$ cat src/rtl/jogador_led_decoder.sv
// rtl/jogador_led_decoder.sv - one-hot player LED decoder with blink, confirm hold and done pulse
// Optional feature macro: MOSTRA_VIVOS_EN (idle pattern shows vivos, dead players are rejected on load)
module jogador_led_decoder #(
  parameter int N_JOGADORES    = 5,
  parameter int BLINK_DIV      = 25000000,
  parameter int CONFIRM_CYCLES = 50000000
) (
  input  logic                   clock,
  input  logic                   reset,
  input  logic [2:0]             jogador,
  input  logic                   carrega,
  input  logic                   confirma,
  input  logic [N_JOGADORES-1:0] vivos,
  output logic [N_JOGADORES-1:0] leds_jogadores,
  output logic                   ocupado,
  output logic                   concluido,
  output logic                   erro_indice
);

  localparam int CNT_MAX = (BLINK_DIV > CONFIRM_CYCLES) ? BLINK_DIV : CONFIRM_CYCLES;
  localparam int CNT_W   = (CNT_MAX > 1) ? $clog2(CNT_MAX) : 1;
  localparam logic [CNT_W-1:0] BLINK_LAST   = CNT_W'(BLINK_DIV - 1);
  localparam logic [CNT_W-1:0] CONFIRM_LAST = CNT_W'(CONFIRM_CYCLES - 1);
  localparam logic [3:0]       N_LIM        = 4'(N_JOGADORES);

  typedef enum logic [1:0] {
    OCIOSO     = 2'd0,
    PISCANDO   = 2'd1,
    CONFIRMADO = 2'd2
  } state_t;

  state_t           state, state_n;
  logic [2:0]       idx, idx_n;
  logic [CNT_W-1:0] cnt, cnt_n;
  logic             fase, fase_n;
  logic             concluido_q, concluido_n;
  logic             erro_q, erro_n;

  logic                   in_range;
  logic                   alive_ok;
  logic [N_JOGADORES-1:0] idle_pattern;

  assign in_range = ({1'b0, jogador} < N_LIM);

`ifdef MOSTRA_VIVOS_EN
  assign idle_pattern = vivos;

  // Alive check: look up the requested player's bit without indexing past the mask
  always_comb begin
    alive_ok = 1'b0;
    for (int i = 0; i < N_JOGADORES; i++) begin
      if (jogador == 3'(i)) alive_ok = vivos[i];
    end
  end
`else
  logic unused_vivos;
  assign unused_vivos = ^vivos;
  assign idle_pattern = '0;
  assign alive_ok     = 1'b1;
`endif

  // State and datapath registers; reset drops straight back to idle with no done pulse
  always_ff @(posedge clock or posedge reset) begin
    if (reset) begin
      state       <= OCIOSO;
      idx         <= 3'd0;
      cnt         <= '0;
      fase        <= 1'b0;
      concluido_q <= 1'b0;
      erro_q      <= 1'b0;
    end else begin
      state       <= state_n;
      idx         <= idx_n;
      cnt         <= cnt_n;
      fase        <= fase_n;
      concluido_q <= concluido_n;
      erro_q      <= erro_n;
    end
  end

  // Next state: a load (accepted or not) wins over confirm and over the running counters
  always_comb begin
    state_n     = state;
    idx_n       = idx;
    cnt_n       = cnt;
    fase_n      = fase;
    concluido_n = 1'b0;
    erro_n      = 1'b0;
    if (carrega) begin
      if (in_range && alive_ok) begin
        idx_n   = jogador;
        cnt_n   = '0;
        fase_n  = 1'b1;
        state_n = PISCANDO;
      end else begin
        erro_n = 1'b1;
      end
    end else begin
      case (state)
        PISCANDO: begin
          if (confirma) begin
            state_n = CONFIRMADO;
            cnt_n   = '0;
          end else if (cnt == BLINK_LAST) begin
            cnt_n  = '0;
            fase_n = ~fase;
          end else begin
            cnt_n = cnt + 1'b1;
          end
        end
        CONFIRMADO: begin
          if (cnt == CONFIRM_LAST) begin
            state_n     = OCIOSO;
            cnt_n       = '0;
            concluido_n = 1'b1;
          end else begin
            cnt_n = cnt + 1'b1;
          end
        end
        OCIOSO: begin
          state_n = OCIOSO;
        end
        default: begin
          state_n = OCIOSO;
          cnt_n   = '0;
        end
      endcase
    end
  end

  // LED decode: idle pattern when idle, otherwise only the selected player's bit
  always_comb begin
    leds_jogadores = '0;
    case (state)
      PISCANDO: begin
        for (int i = 0; i < N_JOGADORES; i++) begin
          if (idx == 3'(i)) leds_jogadores[i] = fase;
        end
      end
      CONFIRMADO: begin
        for (int i = 0; i < N_JOGADORES; i++) begin
          if (idx == 3'(i)) leds_jogadores[i] = 1'b1;
        end
      end
      default: leds_jogadores = idle_pattern;
    endcase
  end

  assign ocupado     = (state == PISCANDO) || (state == CONFIRMADO);
  assign concluido   = concluido_q;
  assign erro_indice = erro_q;

endmodule

$ cat config.mk
export PLATFORM = sky130hd
export DESIGN_NAME = jogador_led_decoder
export DESIGN_NICKNAME = d
export VERILOG_FILES = /design/src/rtl/jogador_led_decoder.sv
export SDC_FILE = /design/constraint.sdc
export NUM_CORES = 1
export LEC_CHECK = 0
export BUFFER_PORTS_ARGS = -buffer_cell sky130_fd_sc_hd__buf_2
export CORE_UTILIZATION = 48
export DETAILED_ROUTE_END_ITERATION = 16
export PLACE_DENSITY = 0.67
export SLEW_MARGIN = 20
export SYNTH_ARGS = -nofsm -noshare
export SYNTH_HDL_FRONTEND = slang
export SYNTH_SLANG_ARGS = --single-unit
$ cat constraint.sdc
create_clock -name clock -period 3.05 [get_ports clock]
set_clock_uncertainty 0.2 [all_clocks]
set_input_delay 0 -clock clock [delete_from_list [all_inputs] [get_ports clock]]
set_output_delay 0 -clock clock [all_outputs]
set_load 0.03 [all_outputs]
* Word-level counts from Yosys, hierarchy flattened
Cells that the tools add are included.
Cells by class: bitwise logic cells 1, add/subtract/negate cells 1, eq/ne operators 13, reduce and logical (&&, ||, !) cells 9, multiplexer cells 32, $lt $le $gt $ge 1
Operators with widths (number):
- $mux 26 | 5
- $pmux 26 s3 | 1
- $add 26x1->26 const B | 1
- $eq 26x25->1 const B | 1
- $eq 26x26->1 const B | 1
- $mux 1 | 20
- $pmux 5 s2 | 1
- $mux 2 | 4
- $eq 3x2->1 const B | 2
- $ne 3x3->1 const B | 2
- $ne 2x2->1 const B | 2
- $pmux 2 s2 | 1
- $reduce_and 2->1 | 2
- $reduce_and 4->1 | 1
- $reduce_bool 2->1 | 2
- $eq 3x1->1 const B | 1
- $eq 3x3->1 const B | 1
- $logic_not 3->1 | 1
- $lt 3x3->1 const B | 1
- $reduce_and 3->1 | 1
- $eq 2x1->1 const B | 1
- $eq 2x2->1 const B | 1
- $logic_not 2->1 | 1
- $ne 2x1->1 const B | 1
- other kinds (2) | 2
Word-level totals: bits of input ports 12, logic and storage cells 63, flip-flop bits (word level) 34, output and inout bits 8

* Logic depth before layout (Yosys ltp)
Gate-level depths: netlist of the first run.
depth after elaboration 5, mapped depth 9, gate-level depth less buffers 8

* Worst setup path after synthesis of the first run
No wires, ideal clock.
kind register -> register, start point reg cnt[0], end point reg cnt[24], stages on the path, launching flop included 9, clock period less this slack 2324 ps, library setup time 126 ps, path slack 726 ps, arrival 1998 ps, required time 2724 ps, path buffers 1, cell sequence dfrtp_1 -> ha_1 -> nand3_2 -> nor4_2 -> and4_1 -> clkbuf_1 -> nand4_1 -> and3_1 -> a221o_1
On the way: cells in the longest elaborated chain, start to end 5, elaborated cells on any way between the ends 8, classes of those cells 1 x add/sub; 2 x eq/ne; 5 x mux
Ends and longest elaborated chain:
- start: declaration | RTL line 34 | logic [CNT_W-1:0] cnt, cnt_n;
- start signal: assignment | RTL line 74 | cnt <= cnt_n;
- $add 26x1->26 or $eq 26x25->1 (tied branches) | RTL line 108, 117, 104
- $mux 26 | RTL line 104 | end else if (cnt == BLINK_LAST) begin
- $mux 26 | RTL line 101 | if (confirma) begin
- $pmux 26 s3 (*) | RTL line 99 | case (state)
- $mux 26 (*) | RTL line 89 | if (carrega) begin
Mark *: on every way between the ends. The rest lies on a longest branch, timed or not. A chain may end at the register's enable or synchronous reset.

* Final worst setup path of the first run
start point reg cnt[8], end point reg state[1]
On the way: cells in the longest elaborated chain, start to end 3
Ends and longest elaborated chain:
- $eq 26x26->1 | RTL line 112 | if (cnt == CONFIRM_LAST) begin
- $ne 3x3->1 (no line)
- $reduce_and 3->1 (no line)
- end signal: assignment | RTL line 72 | state <= state_n;
- end: declaration | RTL line 32 | state_t state, state_n;
No other way between the ends.

==> summary.md, run 1 <==
| Metric | Value |
|---|---|
| Global route overflow | 0 |
| CP max-delay cell | dlygate4sd3_1 |
| Setup CP Type | flop to flop |
| Tcrit/Tclk final | 92.6% |
| Clock transition at path regs | 0.07 ns |
| Synth Warn # | 0 |
| Unrepaired setup endpoints after global routing | no |
| Rel. slew slack | 55.5% |
| Total negative slack | 0 ns |
| Cell area after synthesis | 2060 um2 |
| Syn Inst Count | 232 |
| Worst-Skew Late Latency | 0.29 ns |
| Final setup fails | 0 |
| Max clock buf depth | 2 |
| Tightest Hold Check Type | primary input to asynchronous set/reset pin |
| Top FF cell, synth | dfrtp_1 |
| CP bufs+invs | 1 |
| Worst path depth | 7 |
| Post-synth top cells | dfrtp_1 (34), nand2_1 (31), o21ai_0 (18) |
| Initial antenna violation count | 0 |
| Most area-hungry cell type in the Yosys netlist | dfrtp_1 |
| TritonCTS clock tree | yes |
| Crit-path max FO | 5 |
| Critical Path RT | slightly above 3 ns |
| Avg WL per Cell | 15.3 um |
| Reg2Reg Depth | 7 |
| Vias | 1825 |
| Syn nets | about 250 |
| Fin util | 58.0% |
| Max VDD drop | between 200 and 300 uV |
| Internal power | 0.714 mW |
| Worst path cell trace | nor4_2 -> nand4_1 -> o21ai_0 -> mux2_2 -> o21ai_0 -> o21ai_0 -> dlygate4sd3_1 |
| Core Region | 4060 um2 |
| Most frequent cell after synthesis | dfrtp_1 |
| H-tree depth | 2 |
| Tot GR Track Use | a little under a quarter |
| Clock power share | 34.2% |
| Vias in the first global route | 1583 |
| Fin Hold WS | 0.144 ns |
| Average cell area after synthesis | 8.89 um2 |
| Clock root cell | clkbuf_8 |
| Net count, final | 269 |
| Dpl hpwl | 3280 um |
| Max Slew Vio Count | 0 |
| Crit path DAT | 2.79 ns |
| Crit path capture type | flop |
| TritonCTS Buffers | 5 |
| DRC Markers | 0 |
| Worst R2R Start | cnt[8]$_DFFE_PP0P_ |
| Switch share | 28.9% |
| Cell mode on critical path | o21ai_0 |
| Hold Vio Cnt, Final | 0 |
| Final Non-Filler Cells | 304 |
| Die area | between 4000 and 5000 um2 |
| NetSw | 0.291 mW |
| Area growth syn-to-layout | 14.1% |
| Area fraction of the dominant cell type after synthesis | 41.2% |
| Pin count of the biggest net entering global routing | 26 |
| Post-synth ARST share | 100% |
| I/O Buffers | 14 |
| Worst setup startpoint | cnt[8]$_DFFE_PP0P_ |
| Max_cap viols | 0 |
| Fmax | 354 MHz |
| Row count | 23 |
| Die width | 67.6 um |
| CP delay by family, top | simple AND/OR/NAND/NOR gates |
| Initial Util | 50.8% |
| Starting DRT DRC Count | 120 |
| Final Wtd Congestion | about 0.82 |
| Part of the power in registers | 47.5% |
| Die Ht | between 60 and 70 um |
| Critical Path Max Stage Delay | 0.56 ns |
| Clock Sinks | 34 |
| Pwr Total | between 1 and 1.5 mW |
| Logic pwr share | 18.4% |
| Worst slew pin tran | 0.667 ns |
| Post-synth EDFFs | 0 |
| TritonRoute pass-1 iters | 4 |
| Wirelength, routed | 4660 um |
| P per Cell Area | 427 nW/um2 |
| CP Launch Type | flop |
| Synth top area cells | dfrtp_1 (41%), nand2_1 (5.6%), o21ai_0 (4.4%) |
| First-pass GRT wire length | 7800 um |
| Minimum clock period | 2.82 ns |
| Pleak | 1.05 nW |
| N_diodes | 0 |
| Ports | 20 |
| Average vias per placed instance | between 6 and 7 |
| DP Cell Count | 289 |
| Yosys cell types | a little under 50 |
| Ratio of cells with drive above 1 in the final layout | between 10% and 20% |
| Status | finished clean |
| Antenna Nets Post-Route | 0 |
| Share of the yosys chip area belonging to registers | 41.2% |
| #FFs+latches synth | 34 |
[final cells by class]
cell class | instances | area [um2]
fill | 357 | 1700
multi-input combinational | 181 | 1160
sequential | 34 | 851
timing repair buffer | 24 | 163
clock buffer | 7 | 86.3
tap | 50 | 62.6
inverter | 7 | 26.3
clock inverter | 1 | 5.00
[worst reg2reg max path, stage by stage, from the launching register on]
cell	delay, ns
dfrtp_1	0.45
nor4_2	0.46
nand4_1	0.20
o21ai_0	0.31
mux2_2	0.37
o21ai_0	0.07
o21ai_0	0.09
dlygate4sd3_1	0.56
[flip-flops by register name, indices dropped and copies added (netlist names)]
| name | count |
|---|---|
| cnt | 26 |
| concluido | 1 |
| erro_indice | 1 |
| fase | 1 |
| idx | 3 |
| state | 2 |
[power by group through the flow]
stage / Clock [mW] / Sequential (mW) / Combinational (mW)
2_1_floorplan: 0 / 0.483 / 0.130
3_3_place_gp: 0 / 0.485 / 0.173
3_5_place_dp: 0 / 0.485 / 0.175
4_1_cts: 0.351 / 0.477 / 0.183
5_1_grt: 0.374 / 0.479 / 0.208
6_report: 0.343 / 0.477 / 0.185
[repair_timing]
action                                 CTS  global route
endpoints found under the hold margin   25             0
resized for setup                        0             2
hold buffers                             7             0
setup buffers                            0             0
setup endpoints to repair                0             1
[kinds of logic after synthesis]
| group | share of synthesized area [%] |
|---|---|
| simple gates | 28.7 |
| mux | 3.64 |
| compound gates | 20.5 |
| buf+inv | 3.52 |
| flops | 41.2 |
| fa+ha+maj | 2.43 |
[metal layers]
metal | track usage (%) | part of all wire, % | vias up
met5 | 0 | 0 | -
met4 | 5.59 | 0.92 | 0
met3 | 6.59 | 6.0 | 5
met2 | 33.5 | 46 | 53
met1 | 34.2 | 47 | 861
li1 | - | - | 906
[per-stage QoR]
stage	setup slack [ns]	area, um2
CTS	0.0916	2330
detailed placement	0.0816	2170
floorplan	0.726	2060
global placement	0.182	2170
finish	0.226	2350
global route	0.0686	2350
[final timing paths]
kind,to,slack [ns]
worst max register to register,state[1]$_DFFE_PP0P_,0.23
min in group clock,cnt[22]$_DFFE_PP0P_,0.29
max in group asynchronous,cnt[13]$_DFFE_PP0P_,1.82
worst min-delay path,cnt[8]$_DFFE_PP0P_,0.14
worst min register to register,cnt[22]$_DFFE_PP0P_,0.29
worst max-delay path,state[1]$_DFFE_PP0P_,0.23
[layout by cell type (no fill, tap or decap), types with 4 or more instances in the layout]
cell	netlist	layout
and3_1	4	4
clkbuf_8	0	6
a21oi_1	12	12
nor2_1	14	14
mux2_2	4	4
ha_1	4	4
nand2_1	31	31
nor2b_1	4	4
inv_1	7	7
dfrtp_1	34	34
buf_2	3	14
and4_1	7	7
dlygate4sd3_1	0	7
nand4_1	6	6
nand3_1	12	12
a21o_1	6	6
a22o_1	4	4
nor3_1	7	7
a31oi_1	9	9
o21ai_0	18	18
Power figures use the tool's default switching activity.
==> inputs of run 2 (changes only) <==
Settings changed: CORE_ASPECT_RATIO from default to 1.2.
==> summary.md, run 2 (synthesized netlist as in run 1, its figures left out) <==
| Metric | Value |
|---|---|
| Status | finished clean |
| Critical Path RT | between 3 and 4 ns |
| Max Slew Vio Count | 0 |
| NetSw | 0.291 mW |
| Row count | 25 |
| Initial Util | 51.1% |
| Starting DRT DRC Count | 81 |
| Crit path capture type | flop |
| CP delay by family, top | simple AND/OR/NAND/NOR gates |
| CP bufs+invs | 1 |
| First-pass GRT wire length | 7600 um |
| Pin count of the biggest net entering global routing | 35 |
| Die area | 4570 um2 |
| Die Ht | around 74 um |
| Worst slew pin tran | 0.613 ns |
| Critical Path Max Stage Delay | 0.56 ns |
| Initial antenna violation count | 0 |
| TritonCTS clock tree | yes |
| Core Region | a little over 4000 um2 |
| TritonRoute pass-1 iters | 4 |
| Clock power share | roughly a third |
| Area growth syn-to-layout | 15.2% |
| Vias | 1806 |
| Fmax | ~350 MHz |
| Crit path DAT | 2.81 ns |
| Worst path cell trace | nor4b_1 -> nand4_1 -> o21ai_0 -> mux2_2 -> o21ai_0 -> o21ai_0 -> dlygate4sd3_1 |
| Rel. slew slack | 59.1% |
| CP Launch Type | flop |
| I/O Buffers | 14 |
| Max reg flops | 26 |
| Hold Vio Cnt, Final | 0 |
| Commonest non-fill, non-tap cells in the layout | dfrtp_1 (34), nand2_1 (31), o21ai_0 (18) |
| Net count, final | 273 |
| Vias in the first global route | 1661 |
| Part of the power in registers | 47.2% |
| Ratio of cells with drive above 1 in the final layout | 15.9% |
| Final setup fails | 0 |
| DRC Markers | 0 |
| Crit-path max FO | 6 |
| Commonest non-fill, non-tap cell in the layout | dfrtp_1 |
| Ports | 20 |
| Clock root cell | clkbuf_8 |
| Tightest Hold Check Type | primary input to asynchronous set/reset pin |
| Worst slack, placed | 0.471 ns |
| Max VDD drop | roughly 270 uV |
| Area after DPL | 2180 um2 |
| Max clock buf depth | 2 |
| Avg WL per Cell | 14.7 um |
| Max_cap viols | 0 |
| P per Cell Area | 426 nW/um2 |
| Filler cells | approximately 350 |
| N_diodes | 0 |
| CP max-delay cell | dlygate4sd3_1 |
| Pwr Total | 1.01 mW |
| Total negative slack | 0 ns |
| Top Registers | cnt (26), idx (3), state (2) |
| Average vias per placed instance | 5.79 |
| Minimum clock period | 2.84 ns |
| Unrepaired setup endpoints after global routing | no |
| TritonCTS Buffers | 5 |
| H-tree depth | 2 |
| Final setup margin | 0.210 ns |
| Post-cts resize count | 0 |
| Setup CP Type | flop to flop |
| Fin area | between 2000 and 2500 um2 |
| Worst-Skew Late Latency | approximately 0.28 ns |
| Clock transition at path regs | 0.07 ns |
| Internal power | just over 0.7 mW |
| Pleak | 1.06 nW |
| Clock Sinks | 34 |
| Switch share | between 20% and 30% |
| Final Wtd Congestion | ~0.82 |
| Top reg by flops | cnt |
| Tcrit/Tclk final | 93.1% |
| Wirelength, routed | 4590 um |
| Fin util | 58.9% |
| Cell mode on critical path | o21ai_0 |
| Antenna Nets Post-Route | 0 |
| Dpl hpwl | 3140 um |
| Logic pwr share | 18.9% |
| Global route overflow | 0 |
| Die width | 61.9 um |
| Tot GR Track Use | 22.8% |
## run 2: tightest hold or removal path, cell delays in order
cell,delay (ns)
dlygate4sd3_1,0.54
buf_2,0.12
inv_1,0.04
buf_4,0.38
## run 2: repair_timing
action	CTS	global route
endpoints found under the setup margin	0	0
buffers inserted	0	0
endpoints found under the hold margin	42	0
hold buffers	10	0
## run 2: cell type report
class	count	area, um2	share of cell area [%]
clock inverters	1	5.00	0.211
inverters	7	26.3	1.11
multi-input cells	181	1140	48.0
well taps	54	67.6	2.84
repair buffers	28	200	8.43
flip-flops and latches	34	851	35.8
clock buffers	7	86.3	3.63
## run 2: worst paths after layout
kind,cells past startpoint,slack [ns],end,start
max,7,0.21,state[1]$_DFFE_PP0P_,cnt[11]$_DFFE_PP0P_
min,4,0.16,cnt[8]$_DFFE_PP0P_,reset
max reg2reg,7,0.21,state[1]$_DFFE_PP0P_,cnt[11]$_DFFE_PP0P_
min reg2reg,1,0.28,fase$_DFFE_PP0P_,fase$_DFFE_PP0P_
max in group asynchronous,4,2.16,cnt[2]$_DFFE_PP0P_,reset
min in group clock,1,0.28,fase$_DFFE_PP0P_,fase$_DFFE_PP0P_
## run 2: power groups by stage
stage / combinational [mW] / sequential (mW) / clock [mW]
6_report: 0.191 / 0.477 / 0.343
5_1_grt: 0.210 / 0.479 / 0.370
4_1_cts: 0.193 / 0.477 / 0.349
3_5_place_dp: 0.175 / 0.485 / 0
3_3_place_gp: 0.173 / 0.485 / 0
2_1_floorplan: 0.130 / 0.483 / 0
## run 2: metal layers
| layer | vias to the layer above | share of wire [%] | GRT usage, % |
|---|---|---|---|
| met5 | - | 0 | 0 |
| met4 | 0 | 1.5 | 8.40 |
| met3 | 5 | 2.7 | 4.93 |
| met2 | 27 | 49 | 37.0 |
| met1 | 858 | 47 | 29.1 |
| li1 | 916 | - | - |
## run 2: per-stage QoR
step                hold WS [ns]  std cells
finish                     0.165        312
CTS                        0.168        312
global route               0.230        312
detailed placement       -0.0757        294
floorplan                -0.0927        232
global placement         -0.0782        294
==> inputs of run 3 (changes only) <==
Settings changed: CORE_UTILIZATION 48 to 42, PLACE_DENSITY 0.67 to 0.72.
==> summary.md, run 3 (synthesized netlist as in run 1, its figures left out) <==
| Metric | Value |
|---|---|
| Vias in the first global route | 1814 |
| Area growth syn-to-layout | 14.9% |
| Crit-path max FO | 6 |
| Dpl hpwl | 3310 um |
| Final Wtd Congestion | 0.884 |
| Starting DRT DRC Count | 84 |
| Tightest Hold Check Type | primary input to asynchronous set/reset pin |
| Commonest non-fill, non-tap cells in the layout | dfrtp_1 (34), nand2_1 (31), o21ai_0 (18) |
| Critical Path RT | just over 3 ns |
| H-tree depth | 2 |
| Pin count of the biggest net entering global routing | 35 |
| Critical Path Max Stage Delay | 0.56 ns |
| Crit path capture type | flop |
| Antenna Nets Post-Route | 0 |
| Ports | 20 |
| Die width | 66.0 um |
| Tcrit/Tclk final | a little over nine tenths |
| First-pass GRT wire length | slightly above 8000 um |
| Cell mode on critical path | o21ai_0 |
| Avg WL per Cell | 15.3 um |
| DRC Markers | 0 |
| Row count | 27 |
| Die area | just over 5000 um2 |
| Tot GR Track Use | about a fifth |
| Final setup fails | 0 |
| CP delay by family, top | simple AND/OR/NAND/NOR gates |
| Average vias per placed instance | approximately 6 |
| CP Launch Type | flop |
| Wirelength, routed | 4790 um |
| FF-to-FF setup slack | 0.20 ns |
| Setup CP Type | flop to flop |
| Net count, final | 273 |
| Clock root cell | clkbuf_8 |
| Status | finished clean |
| Initial antenna violation count | 0 |
| Clock Sinks | 34 |
| Max clock buf depth | 2 |
| P per Cell Area | 421 nW/um2 |
| Minimum clock period | 2.85 ns |
| TritonCTS Buffers | 5 |
| Worst path cell trace | nor4b_1 -> nand4_1 -> o21ai_0 -> mux2_2 -> o21ai_0 -> o21ai_0 -> dlygate4sd3_1 |
| Post-cts resize count | 0 |
| Max reg flops | 26 |
| Total negative slack | 0 ns |
| Final Non-Filler Cells | 314 |
| Core Region | 4660 um2 |
| Vias | around 1.9k |
| Crit path DAT | around 2.8 ns |
| Pwr Total | 0.998 mW |
| Top reg by flops | cnt |
| Clock transition at path regs | 0.07 ns |
| I/O Buffers | 14 |
| TritonCTS clock tree | yes |
| DP Cell Count | 299 |
| Unrepaired setup endpoints after global routing | no |
| N_diodes | 0 |
| Fin Hold WS | 0.151 ns |
| Worst slew pin tran | 0.606 ns |
| Global route overflow | 0 |
| Rel. slew slack | ~60% |
| Worst-Skew Late Latency | around 0.28 ns |
| Pleak | 1.06 nW |
| CP max-delay cell | dlygate4sd3_1 |
| TritonRoute pass-1 iters | 4 |
| Commonest non-fill, non-tap cell in the layout | dfrtp_1 |
| Fmax | between 300 and 400 MHz |
| Initial Util | 44.3% |
| Ratio of cells with drive above 1 in the final layout | 16.0% |
| Hold Vio Cnt, Final | 0 |
| Filler cells | 451 |
| Top Registers | cnt (26), idx (3), state (2) |
| Max Slew Vio Count | 0 |
| Max VDD drop | 191 uV |
| Die Ht | ~79 um |
| Max_cap viols | 0 |
| CP bufs+invs | 1 |
-- run 3: area by class of cell --
type                            count  area, um2  share of cell area, %
Multi-Input combinational cell    181       1140                   48.1
Sequential cell                    34        851                   35.9
Timing Repair Buffer               28        198                   8.34
Clock buffer                        6       82.6                   3.48
Tap cell                           58       72.6                   3.06
Inverter                            7       26.3                   1.11
-- run 3: worst register-to-register path, cell delays in order, from the launching register on --
cell and delay [ns]:
dfrtp_1 0.45, nor4b_1 0.50, nand4_1 0.20, o21ai_0 0.29, mux2_2 0.37, o21ai_0 0.08
o21ai_0 0.10, dlygate4sd3_1 0.56
-- run 3: report_power, final --
group,switching [mW],internal (mW),leakage (nW),total [mW]
Sequential,0.0139,0.463,0.459,0.477
Combinational,0.117,0.0739,0.555,0.191
Clock,0.156,0.174,0.0431,0.330
-- run 3: timing repair --
action                    in CTS  in global routing
hold buffers                   9                  0
setup buffers                  0                  0
hold endpoints to repair      42                  0
-- run 3: routing by layer --
layer | share of wire [%] | track usage, % | up-vias
met1 | 46 | 25.5 | 918
met5 | 0 | 0 | -
li1 | - | - | 910
met2 | 50 | 34.7 | 18
met4 | 2.3 | 9.15 | 0
met3 | 1.6 | 3.02 | 11
-- run 3: final timing paths --
kind                            depth (start not counted)                 from                    to
worst min register to register                          1     fase$_DFFE_PP0P_      fase$_DFFE_PP0P_
worst max register to register                          7  cnt[11]$_DFFE_PP0P_  state[1]$_DFFE_PP0P_
min in group clock                                      1     fase$_DFFE_PP0P_      fase$_DFFE_PP0P_
worst max-delay path                                    7  cnt[11]$_DFFE_PP0P_  state[1]$_DFFE_PP0P_
max in group asynchronous                               4                reset   cnt[14]$_DFFE_PP0P_
worst min-delay path                                    4                reset    cnt[3]$_DFFE_PP0P_
-- run 3: through the flow --
stage               worst slack, ns  util, %  area [um2]
floorplan                     0.726        -        2060
global placement              0.486     47.1        2200
detailed placement            0.478     47.1        2200
CTS                           0.221     50.8        2370
global route                 0.0795     50.8        2370
finish                        0.195     50.8        2370
